<file path="config.mk">
export PLATFORM = sky130hd
export DESIGN_NAME = pulse_period_meter
export DESIGN_NICKNAME = d
export VERILOG_FILES = /design/src/rtl/pulse_period_meter.sv
export SDC_FILE = /design/constraint.sdc
export NUM_CORES = 1
export LEC_CHECK = 0
export CAP_MARGIN = 20
export CELL_PAD_IN_SITES_DETAIL_PLACEMENT = 1
export CELL_PAD_IN_SITES_GLOBAL_PLACEMENT = 2
export CORE_MARGIN = 1
export CORE_UTILIZATION = 38
export CTS_BUF_LIST = sky130_fd_sc_hd__clkbuf_2
export CTS_CLUSTER_DIAMETER = 150
export DETAILED_ROUTE_END_ITERATION = 7
export PLACE_DENSITY = 0.94
export SLEW_MARGIN = 20
export SYNTH_ARGS = -nofsm -noshare
export SYNTH_HDL_FRONTEND = slang
export SYNTH_SLANG_ARGS = --single-unit
</file>
<file path="constraint.sdc">
create_clock -name clk -period 5.68 [get_ports clk]
set_input_delay 1.704 -clock clk [delete_from_list [all_inputs] [get_ports clk]]
set_output_delay 1.704 -clock clk [all_outputs]
set_load 0.01 [all_outputs]
</file>
<file path="src/rtl/pulse_period_meter.sv">
// pulse_period_meter
//
// Measures the number of clk cycles between consecutive rising edges of an
// asynchronous pulse train. Each measurement is reported with a one-cycle
// period_valid strobe. A one-cycle timeout strobe fires when no edge arrives
// before the counter would overflow. locked rises once LOCK_COUNT consecutive
// measurements have each matched their predecessor within TOLERANCE cycles.
//
// Parameters:
//   COUNT_WIDTH  width of the cycle counter and period (max period 2^W-1)
//   SYNC_STAGES  synchronizer depth on pulse_in (>= 2)
//   TOLERANCE    max |new - prev| that still counts as a match
//   LOCK_COUNT   consecutive matches needed for locked (>= 1)
//
// Ports:
//   clk           clock
//   rst_n         asynchronous active-low reset
//   enable        measurement enable (synchronous)
//   pulse_in      asynchronous pulse train, rising edges used
//   period        last measured period, held between measurements
//   period_valid  one-cycle strobe, period updated this cycle
//   timeout       one-cycle strobe, no edge within counter range
//   locked        period stable for LOCK_COUNT matches
module pulse_period_meter #(
  parameter int unsigned COUNT_WIDTH = 16,
  parameter int unsigned SYNC_STAGES = 2,
  parameter int unsigned TOLERANCE   = 0,
  parameter int unsigned LOCK_COUNT  = 4
) (
  input  logic                   clk,
  input  logic                   rst_n,
  input  logic                   enable,
  input  logic                   pulse_in,
  output logic [COUNT_WIDTH-1:0] period,
  output logic                   period_valid,
  output logic                   timeout,
  output logic                   locked
);

  localparam int unsigned MatchWidth = $clog2(LOCK_COUNT + 1);
  localparam logic [MatchWidth-1:0]  LockMax = MatchWidth'(LOCK_COUNT);
  localparam logic [COUNT_WIDTH-1:0] Tol     = COUNT_WIDTH'(TOLERANCE);
  // Last count value before cnt + 1 would reach the all-ones maximum period.
  localparam logic [COUNT_WIDTH-1:0] CntLast = {{(COUNT_WIDTH - 1){1'b1}}, 1'b0};

  typedef enum logic [1:0] {StIdle, StArm, StMeasure} state_e;

  // Synchronizer and edge detect
  logic [SYNC_STAGES-1:0] sync_q;
  logic                   sync_dly_q;
  logic                   evt;

  always_ff @(posedge clk or negedge rst_n) begin
    if (!rst_n) begin
      sync_q     <= '0;
      sync_dly_q <= 1'b0;
    end else begin
      sync_q     <= {sync_q[SYNC_STAGES-2:0], pulse_in};
      sync_dly_q <= sync_q[SYNC_STAGES-1];
    end
  end

  assign evt = sync_q[SYNC_STAGES-1] & ~sync_dly_q;

  // Measurement state
  state_e                  state_q;
  logic [COUNT_WIDTH-1:0]  cnt_q;
  logic [COUNT_WIDTH-1:0]  prev_q;
  logic                    prev_ok_q;
  logic [MatchWidth-1:0]   match_cnt_q;

  logic [COUNT_WIDTH-1:0]  new_period;
  logic [COUNT_WIDTH-1:0]  diff;
  logic                    is_match;
  logic [MatchWidth-1:0]   match_cnt_d;

  // Lock bookkeeping for a measurement closing this cycle
  always_comb begin
    new_period  = cnt_q + COUNT_WIDTH'(1);
    // Larger minus smaller keeps the difference in range without a sign bit.
    diff        = (new_period >= prev_q) ? (new_period - prev_q) : (prev_q - new_period);
    is_match    = prev_ok_q && (diff <= Tol);
    match_cnt_d = '0;
    if (is_match) begin
      match_cnt_d = (match_cnt_q == LockMax) ? LockMax : (match_cnt_q + MatchWidth'(1));
    end
  end

  always_ff @(posedge clk or negedge rst_n) begin
    if (!rst_n) begin
      state_q      <= StIdle;
      cnt_q        <= '0;
      prev_q       <= '0;
      prev_ok_q    <= 1'b0;
      match_cnt_q  <= '0;
      period       <= '0;
      period_valid <= 1'b0;
      timeout      <= 1'b0;
      locked       <= 1'b0;
    end else begin
      period_valid <= 1'b0;
      timeout      <= 1'b0;
      if (!enable) begin
        // Disable overrides any edge seen this cycle; period is kept.
        state_q     <= StIdle;
        cnt_q       <= '0;
        prev_ok_q   <= 1'b0;
        match_cnt_q <= '0;
        locked      <= 1'b0;
      end else begin
        unique case (state_q)
          StIdle: begin
            state_q <= StArm;
          end
          StArm: begin
            if (evt) begin
              state_q <= StMeasure;
              cnt_q   <= '0;
            end
          end
          StMeasure: begin
            // An edge on the last count wins over the timeout.
            if (evt) begin
              period       <= new_period;
              period_valid <= 1'b1;
              cnt_q        <= '0;
              prev_q       <= new_period;
              prev_ok_q    <= 1'b1;
              match_cnt_q  <= match_cnt_d;
              locked       <= (match_cnt_d == LockMax);
            end else if (cnt_q == CntLast) begin
              timeout     <= 1'b1;
              state_q     <= StArm;
              cnt_q       <= '0;
              prev_ok_q   <= 1'b0;
              match_cnt_q <= '0;
              locked      <= 1'b0;
            end else begin
              cnt_q <= cnt_q + COUNT_WIDTH'(1);
            end
          end
          default: begin
            state_q <= StIdle;
          end
        endcase
      end
    end
  end

endmodule

</file>
-- Word level (Yosys, flattened, before mapping)
Index checks and enable logic that the tools add are counted.
- word-level logic and storage cells: 66
- output and inout bits: 19
- input port bits: 4
- register bits: 44
- eq/ne operators: 11
- magnitude comparators: 2
- bitwise logic cells: 2
- $add $sub $neg: 4
- reduce and logical (&&, ||, !) cells: 6
- mux-type cells: 31
- operators by type and width (operator ; count):
    $mux 16 ; 5
    $pmux 16 s2 ; 1
    $sub 16x16->16 ; 2
    $mux 3 ; 6
    $add 16x1->16 const B ; 1
    $eq 16x16->1 const B ; 1
    $ge 16x16->1 ; 1
    $le 16x1->1 const B ; 1
    $mux 1 ; 14
    $ne 3x3->1 const B ; 3
    $mux 2 ; 4
    $eq 3x3->1 const B ; 2
    $ne 3x1->1 const B ; 2
    $pmux 2 s3 ; 1
    $reduce_and 3->1 ; 2
    $reduce_and 2->1 ; 2
    $add 3x1->3 const B ; 1
    $eq 2x1->1 const B ; 1
    $eq 2x2->1 const B ; 1
    $logic_not 2->1 ; 1
    $ne 2x1->1 const B ; 1
    $and 1x1->1 ; 1
    $logic_and 1x1->1 ; 1
    $not 1->1 ; 1

-- Longest topological paths before layout
Gate-level depths: netlist (run 1).
- depth after elaboration: 10
- depth in mapped cells: 20
- mapped depth without buffers: 17

-- Worst setup path after synthesis (run 1)
Ideal clock, no wire load.
- kind: reg2reg
- start point: register cnt_q[0]
- end point: register match_cnt_q[2]
- slack: 1755 ps
- required time: 5555 ps
- cell stages (with the launch flop): 19
- setup time: 125 ps
- path buffers: 1
- data arrival time: 3800 ps
- period minus slack after synthesis: 3925 ps
- cells stage by stage: dfrtp_1 -> ha_1 -> nand3_1 -> nor2_1 -> nand3_1 -> xor2_1 -> inv_1 -> ha_1 -> and2_4 -> and3_1 -> a211o_2 -> nor2_2 -> buf_6 -> mux2_2 -> a21oi_1 -> mux2i_1 -> nand3_1 -> a41oi_1 -> a21oi_1
- cells in the longest elaborated chain, start to end: 9
- elaborated cells on any way between the ends: 14
- those cells by class: add/sub: 3; order compare: 2; eq/ne: 2; mux: 5; reduce/logical: 2
- RTL lines (what ; RTL line ; RTL):
    start: declaration ; 67 ; logic [COUNT_WIDTH-1:0] cnt_q;
    start signal: assignment ; 139 ; cnt_q <= cnt_q + COUNT_WIDTH'(1);
    $add 16x1->16 (*) ; 79 ; new_period = cnt_q + COUNT_WIDTH'(1);
    named net new_period[12] ; 72 ; logic [COUNT_WIDTH-1:0] new_period;
    $sub 16x16->16 or $ge 16x16->1 (tied branches) ; 81 ; diff = (new_period >= prev_q) ? (new_period - prev_q) : (prev_q - new_period);
    $mux 16 (*) ; 81 ;
    $le 16x1->1 (*) ; 82 ; is_match = prev_ok_q && (diff <= Tol);
    $logic_and 1x1->1 (*) ; 82 ;
    $mux 3 (*) ; 84 ; if (is_match) begin
    $mux 3 (*) ; 123 ; if (evt) begin
    $mux 3 (*) ; 111 ; unique case (state_q)
    $mux 3 (*) ; 103 ; if (!enable) begin
    end signal: assignment ; 129 ; match_cnt_q <= match_cnt_d;
    end: declaration ; 70 ; logic [MatchWidth-1:0] match_cnt_q;
The timed path passes the listed nets; every way through them passes the cells marked *. The select of a mux whose other input is x is not followed.
A chain may end at the register's enable or synchronous reset.

-- Worst setup path in the final report (run 1)
- start point: register cnt_q[0]
- end point: register match_cnt_q[0]
The elaborated chain is that of the path after synthesis.

==> results.py, run 1 <==
metrics = {
    "outcome": {
        "outcome": "finished, final reports clean",
    },
    "setup_path": {
        "worstPathCellList": "ha_1 -> nand3_1 -> nor2_1 -> nand3_1 -> xor2_1 -> inv_1 -> ha_1 -> and2_4 -> and3_1 -> a211o_2 -> nor2_2 -> mux2i_1 -> o21ai_0 -> o21ai_0 -> nor4_4 -> nand3_1 -> o22ai_1",
        "crit_required_ns": 6.07,
        "cp_max_fo": 11,
        "cp.arrival_ns": 5.34,
        "critPathMostFrequentCell": "nand3_1",
        "crit_type": "flop to flop",
        "max_stage_delay_ns": 0.52,
        "crit_buf_inv": 1,
        "cpMaxStageDelayCell": "dfrtp_1",
        "crit_family": "simple AND/OR/NAND/NOR gates",
        "timing.rr.start": "cnt_q[0]$_DFFE_PN0P_",
        "r2r_cells": 17,
        "rrSetupSlack_ns": 0.73,
        "r2r_end": "match_cnt_q[0]$_DFFE_PN0P_",
        "cp-end-kind": "flop",
        "worstSetupStartpointType": "flop",
    },
    "die": {
        "die-area_um2": 10100,
        "die_y_um": 100,
        "rows": 35,
        "ioPinCount": 23,
        "initial_core_util": 0.394,
        "coreArea_um2": 9330,
        "die_x_um": 100,
    },
    "timing": {
        "worst_slack_ns": 0.731,
        "fmax_ghz": 0.202,
        "tightest_slew_ns": 0.628,
        "timing.final.crit_period_ns": 4.95,
        "finalHoldViolations": 0,
        "period_share": 0.871,
        "maxSlewViolCount": 0,
        "setup_viol": 0,
        "rsz0062_at_grt": "no",
        "setup_tns_ns": 0,
        "fin_skew_ns": 0.0127,
        "slew_headroom": 0.580,
    },
    "drt": {
        "wire_per_inst_um": 17.2,
        "drt_iter0_drc": 114,
        "ant_nets": 0,
        "num_vias": 3289,
        "firstDrtPassIters": 4,
        "wl_mm": 10.3,
        "drc": 0,
        "viasPerCell": 5.50,
    },
    "cells_and_area": {
        "syn2layout_area_growth_pct": 9.97,
        "nFillCells": 1137,
        "nNetsFinal": 506,
        "final_layout_size_suffix_gt1_frac": 0.0576,
        "diodes": 0,
    },
    "logic_synthesis": {
        "ys_seq_elements": 44,
        "synth_edf_count": 0,
        "synth_flop_cell": "dfrtp_1",
        "synthDistinctLibCells": 60,
        "ys_seq_area_frac": 0.299,
        "synthCells": 453,
        "synthArstFlopShare": 1.00,
        "netlist_area_um2": 3680,
        "synth_top_area_cell": "dfrtp_1",
        "synthTopCellsByArea": "dfrtp_1 (30%), ha_1 (12%), o21ai_0 (7.2%), nand2_1 (5.5%), inv_1 (4.5%)",
        "ys_warn_count": 0,
        "synth_nets": 491,
        "avgSynthCellArea_um2": 8.12,
        "synth_top_area_frac": 0.299,
    },
    "worst_hold_path": {
        "holdCritPathClass": "flop to flop",
        "hold_depth": 0,
        "hp-start": "sync_q[0]$_DFF_PN0_",
        "hold_end": "sync_q[1]$_DFF_PN0_",
    },
    "pwr": {
        "switching_share": 0.281,
        "clockPowerShare": 0.333,
        "ir_worst_vdd_mv": 0.0916,
        "netSwitchingPower_uw": 164,
        "power_uw": 582,
        "p_leak_nw": 1.93,
        "power_frac_seq": 0.552,
        "power.density_nw_per_um2": 144,
        "comb_power_share": 0.115,
        "internal_power_uw": 418,
    },
    "grt": {
        "antenna_found_initial": 0,
        "overflow": 0,
        "grt_usage": 0.217,
        "grt_max_degree": 45,
        "grt_pass1_vias": 3484,
        "grt_pass1_wl_mm": 17.3,
    },
    "clock_tree": {
        "clk_latency_ns": 0.43,
        "cts-root-buf": "clkbuf_2",
        "cts_sinks": 44,
        "cts_tree": "built",
        "cts_buffers": 5,
        "clk_pin_slew_ns": 0.26,
        "post_cts_buffers": 0,
        "cts_resized": 0,
        "clock_path_buffers": 2,
        "cts_htree_levels": 2,
        "postCtsHoldBufs": 0,
    },
    "place": {
        "dp_hpwl_mm": 8.13,
        "gp_congestion": 0.885,
        "dpl_worst_slack_ns": 0.797,
        "port_buffers": 22,
    },
    "job": {
        "cap_violations": 0,
    },
}
area by class of cell:
cell class / instances / area (um2) / share of cell area
multi-input combinational: 350 / 2320 / 0.574
sequential: 44 / 1100 / 0.272
timing repair buffer: 23 / 225 / 0.0557
inverter: 44 / 165 / 0.0408
tap: 129 / 161 / 0.0399
clock inverter: 3 / 46.3 / 0.0114
clock buffer: 5 / 25.0 / 0.00619
stage by stage:
step                      instance area, um2  utilization  instances  hold WS, ns
after detailed placement                3970        0.426        590        0.345
after CTS                               4040        0.433        598        0.403
after global placement                  3970        0.426        590        0.337
after global routing                    4050        0.434        598        0.407
final                                   4050        0.434        598        0.393
after floorplan                         3680            -        453        0.331
sequential cells by signal, indices dropped and copies added, names as in the netlist:
| signal | cells |
|---|---|
| cnt_q | 16 |
| prev_q | 16 |
| match_cnt_q | 3 |
| state_q | 2 |
| sync_q | 2 |
| locked | 1 |
| period_valid | 1 |
| prev_ok_q | 1 |
| sync_dly_q | 1 |
| timeout | 1 |
layout by cell type, fill, tap and decap left out, types with 9 or more instances in the layout:
cell type / synthesis / final
nand2_1: 54 / 54
a21oi_1: 23 / 23
inv_1: 44 / 44
o21ai_0: 53 / 53
nand3_1: 17 / 17
nand4_1: 12 / 12
nor2_1: 26 / 26
clkdlybuf4s50_1: 0 / 21
xnor2_1: 13 / 13
and3_1: 9 / 9
nor3_1: 10 / 10
xor2_1: 9 / 9
dfrtp_1: 44 / 44
mux2i_1: 10 / 10
ha_1: 34 / 34
metal layers:
metal,wire [um],GRT usage,up-vias
met3,285,0.0348,17
met2,5050,0.376,49
met5,0,0,-
li1,-,-,1611
met4,213,0.0658,0
met1,4760,0.278,1612
synth_stat cells, drive strengths merged (3+ instances only):
library cell	n
o31ai	4
ha	34
dfrtp	44
xnor2	13
o22ai	3
inv	44
nor4	6
o21ai	54
mux2i	10
nand3	17
nor3	10
a21oi	24
clkbuf	8
nor2b	6
and3	9
nand2b	4
xor2	9
buf	7
a31oi	4
a21o	8
nor2	27
and2	4
nand4	13
nand2	56
a211oi	3
cells by family after synthesis:
family	count (synthesis)	synth area share
AND/OR/NAND/NOR	161	0.227
adder cells (fa/ha/maj)	34	0.116
buffers and inverters	59	0.0697
XOR/XNOR	22	0.0524
flip-flops	44	0.299
AO/OA/AOI/OAI	121	0.202
multiplexers	12	0.0333
power groups by stage:
stage                     sequential [mW]  combinational, mW  clock [mW]
after floorplan                     0.326             0.0429           0
after global placement              0.326             0.0655           0
after detailed placement            0.326             0.0667           0
after CTS                           0.321             0.0669       0.204
after global routing                0.322             0.0735       0.212
final                               0.321             0.0670       0.194
how the worst max path moves through the flow:
stage / cells past startpoint / slack, ns / start / end
6_report: 17 / 0.73 / cnt_q[0]$_DFFE_PN0P_ / match_cnt_q[0]$_DFFE_PN0P_
5_1_grt: 16 / 0.28 / cnt_q[0]$_DFFE_PN0P_ / locked$_DFFE_PN0P_
4_1_cts: 17 / 0.76 / cnt_q[0]$_DFFE_PN0P_ / match_cnt_q[0]$_DFFE_PN0P_
3_5_place_dp: 17 / 0.80 / cnt_q[0]$_DFFE_PN0P_ / locked$_DFFE_PN0P_
3_3_place_gp: 17 / 0.98 / cnt_q[0]$_DFFE_PN0P_ / locked$_DFFE_PN0P_
2_1_floorplan: 18 / 1.75 / cnt_q[0]$_DFFE_PN0P_ / match_cnt_q[2]$_DFFE_PN0P_
(Power assumes the default switching activity.)
==> inputs of run 2 (changes only) <==
Settings changed: SLEW_MARGIN 20 to 5, TNS_END_PERCENT set to 5.
==> run 2 against run 1 <==
Effect of this change:
- sequential cell count stayed put
- design area rose by 0.43%
- total power about the same
- global-route usage is the same
- sequential share of layout area fell by 0.12 points
- die area did not move
- clock power hardly changed
- count of clock-buffer cells in the layout unchanged
==> results.py, run 2 (same netlist as run 1, synthesis figures left out) <==
metrics = {
    "cells_and_area": {
        "nFillCells": 1135,
        "stdcell_area_um2": 4060,
        "layout_commonest_cell": "nand2_1",
        "nNetsFinal": 507,
        "syn2layout_area_growth_pct": 10.4,
        "diodes": 0,
        "biggestRegsByFlops": "cnt_q x16, prev_q x16, match_cnt_q x3",
        "final_cell_mix": "nand2_1 (54), o21ai_0 (53), inv_1 (44), dfrtp_1 (44), ha_1 (34)",
        "final_layout_size_suffix_gt1_frac": 0.0596,
    },
    "clock_tree": {
        "cts_resized": 0,
        "cts_tree": "built",
        "post_cts_buffers": 0,
        "cts_buffers": 5,
        "cts_htree_levels": 2,
        "clk_latency_ns": 0.43,
        "clock_path_buffers": 2,
        "postCtsHoldBufs": 0,
        "cts_sinks": 44,
        "cts-root-buf": "clkbuf_2",
        "clk_pin_slew_ns": 0.25,
    },
    "setup_path": {
        "r2r_cells": 17,
        "crit_buf_inv": 1,
        "r2r_end": "match_cnt_q[0]$_DFFE_PN0P_",
        "cp_max_fo": 11,
        "crit_type": "flop to flop",
        "crit_family": "simple AND/OR/NAND/NOR gates",
        "cpMaxStageDelayCell": "dfrtp_1",
        "critPathMostFrequentCell": "nand3_1",
        "crit_required_ns": 6.06,
        "worstSetupStartpointType": "flop",
        "max_stage_delay_ns": 0.52,
        "worstPathCellList": "ha_1 -> nand3_1 -> nor2_1 -> nand3_1 -> xor2_1 -> inv_1 -> ha_1 -> and2_4 -> and3_1 -> a211o_2 -> nor2_2 -> mux2i_1 -> o21ai_0 -> o21ai_0 -> nor4_4 -> nand3_1 -> o22ai_1",
        "cp.arrival_ns": 5.35,
        "cp-end-kind": "flop",
        "rrSetupSlack_ns": 0.71,
        "timing.rr.start": "cnt_q[0]$_DFFE_PN0P_",
    },
    "place": {
        "dp_hpwl_mm": 8.13,
        "dpl_worst_slack_ns": 0.797,
        "port_buffers": 22,
        "gp_congestion": 0.885,
        "place_area_um2": 3970,
    },
    "die": {
        "ioPinCount": 23,
        "initial_core_util": 0.394,
        "die_x_um": 100,
        "die_y_um": 100,
        "rows": 35,
        "coreArea_um2": 9330,
        "die-area_um2": 10100,
    },
    "drt": {
        "viasPerCell": 5.51,
        "drt_iter0_drc": 125,
        "drc": 0,
        "wl_mm": 10.2,
        "firstDrtPassIters": 4,
        "wire_per_inst_um": 17.1,
        "ant_nets": 0,
        "num_vias": 3302,
    },
    "pwr": {
        "power.density_nw_per_um2": 143,
        "power_uw": 582,
        "ir_worst_vdd_mv": 0.0916,
        "p_leak_nw": 1.93,
    },
    "timing": {
        "rsz0062_at_grt": "no",
        "setup_tns_ns": 0,
        "setup_viol": 0,
        "fmax_ghz": 0.201,
        "maxSlewViolCount": 0,
        "tightest_slew_ns": 0.627,
        "fin_skew_ns": 0.00945,
        "worst_slack_ns": 0.714,
        "slew_headroom": 0.578,
        "timing.final.crit_period_ns": 4.97,
        "period_share": 0.874,
        "finalHoldViolations": 0,
        "whs_ns": 0.393,
    },
    "grt": {
        "grt_max_degree": 45,
        "grt_pass1_wl_mm": 17.3,
        "antenna_found_initial": 0,
        "grt_pass1_vias": 3484,
        "overflow": 0,
        "grt_usage": 0.217,
    },
    "worst_hold_path": {
        "hp-start": "sync_q[0]$_DFF_PN0_",
        "hold_end": "sync_q[1]$_DFF_PN0_",
        "holdCritPathClass": "flop to flop",
        "hold_depth": 0,
    },
    "job": {
        "cap_violations": 0,
    },
    "outcome": {
        "outcome": "finished, final reports clean",
    },
}
## run 2: cell count changes in the layout (fill, tap and decap cells not counted), sizes merged
cell  delta
buf      +1
## run 2: where the power goes
group | internal, mW | total, mW | switching (mW) | leakage [nW]
clock network | 0.0758 | 0.192 | 0.117 | 0.0396
logic | 0.0259 | 0.0683 | 0.0424 | 1.29
registers | 0.318 | 0.321 | 0.00337 | 0.605
total | 0.419 | 0.582 | 0.162 | 1.93
## run 2: final cells by class
class | instances | area [um2] | share of cell area
clock inverters | 3 | 46.3 | 0.0114
repair buffers | 24 | 243 | 0.0597
flip-flops and latches | 44 | 1100 | 0.271
clock buffers | 5 | 25.0 | 0.00616
inverters | 44 | 165 | 0.0407
well taps | 129 | 161 | 0.0397
multi-input cells | 350 | 2320 | 0.571
## run 2: per-layer routing
metal  vias up  wire [um]  global-route usage
met5         -          0                   0
met4         0        212              0.0658
met2        46       5040               0.376
met3        17        240              0.0348
met1      1626       4740               0.278
li1       1613          -                   -
## run 2: how the worst max path moves through the flow
stage / startpoint / endpoint / slack (ns) / cells past startpoint
after global routing: cnt_q[0]$_DFFE_PN0P_ / locked$_DFFE_PN0P_ / 0.28 / 16
final: cnt_q[0]$_DFFE_PN0P_ / match_cnt_q[0]$_DFFE_PN0P_ / 0.71 / 17
after detailed placement: cnt_q[0]$_DFFE_PN0P_ / locked$_DFFE_PN0P_ / 0.80 / 17
after floorplan: cnt_q[0]$_DFFE_PN0P_ / match_cnt_q[2]$_DFFE_PN0P_ / 1.75 / 18
after CTS: cnt_q[0]$_DFFE_PN0P_ / match_cnt_q[0]$_DFFE_PN0P_ / 0.76 / 17
after global placement: cnt_q[0]$_DFFE_PN0P_ / locked$_DFFE_PN0P_ / 0.98 / 17
## run 2: worst reg2reg max path: stages (launching register included)
cell and delay, ns:
dfrtp_1 0.52, ha_1 0.27, nand3_1 0.25, nor2_1 0.32, nand3_1 0.15, xor2_1 0.29, inv_1 0.08, ha_1 0.41
and2_4 0.20, and3_1 0.21, a211o_2 0.34, nor2_2 0.47, mux2i_1 0.25, o21ai_0 0.23, o21ai_0 0.20, nor4_4 0.39
nand3_1 0.18, o22ai_1 0.16
## run 2: through the flow
step	util	std cells
after global placement	0.426	590
after detailed placement	0.426	590
final	0.436	599
after CTS	0.433	598
after global routing	0.436	599
after floorplan	-	453
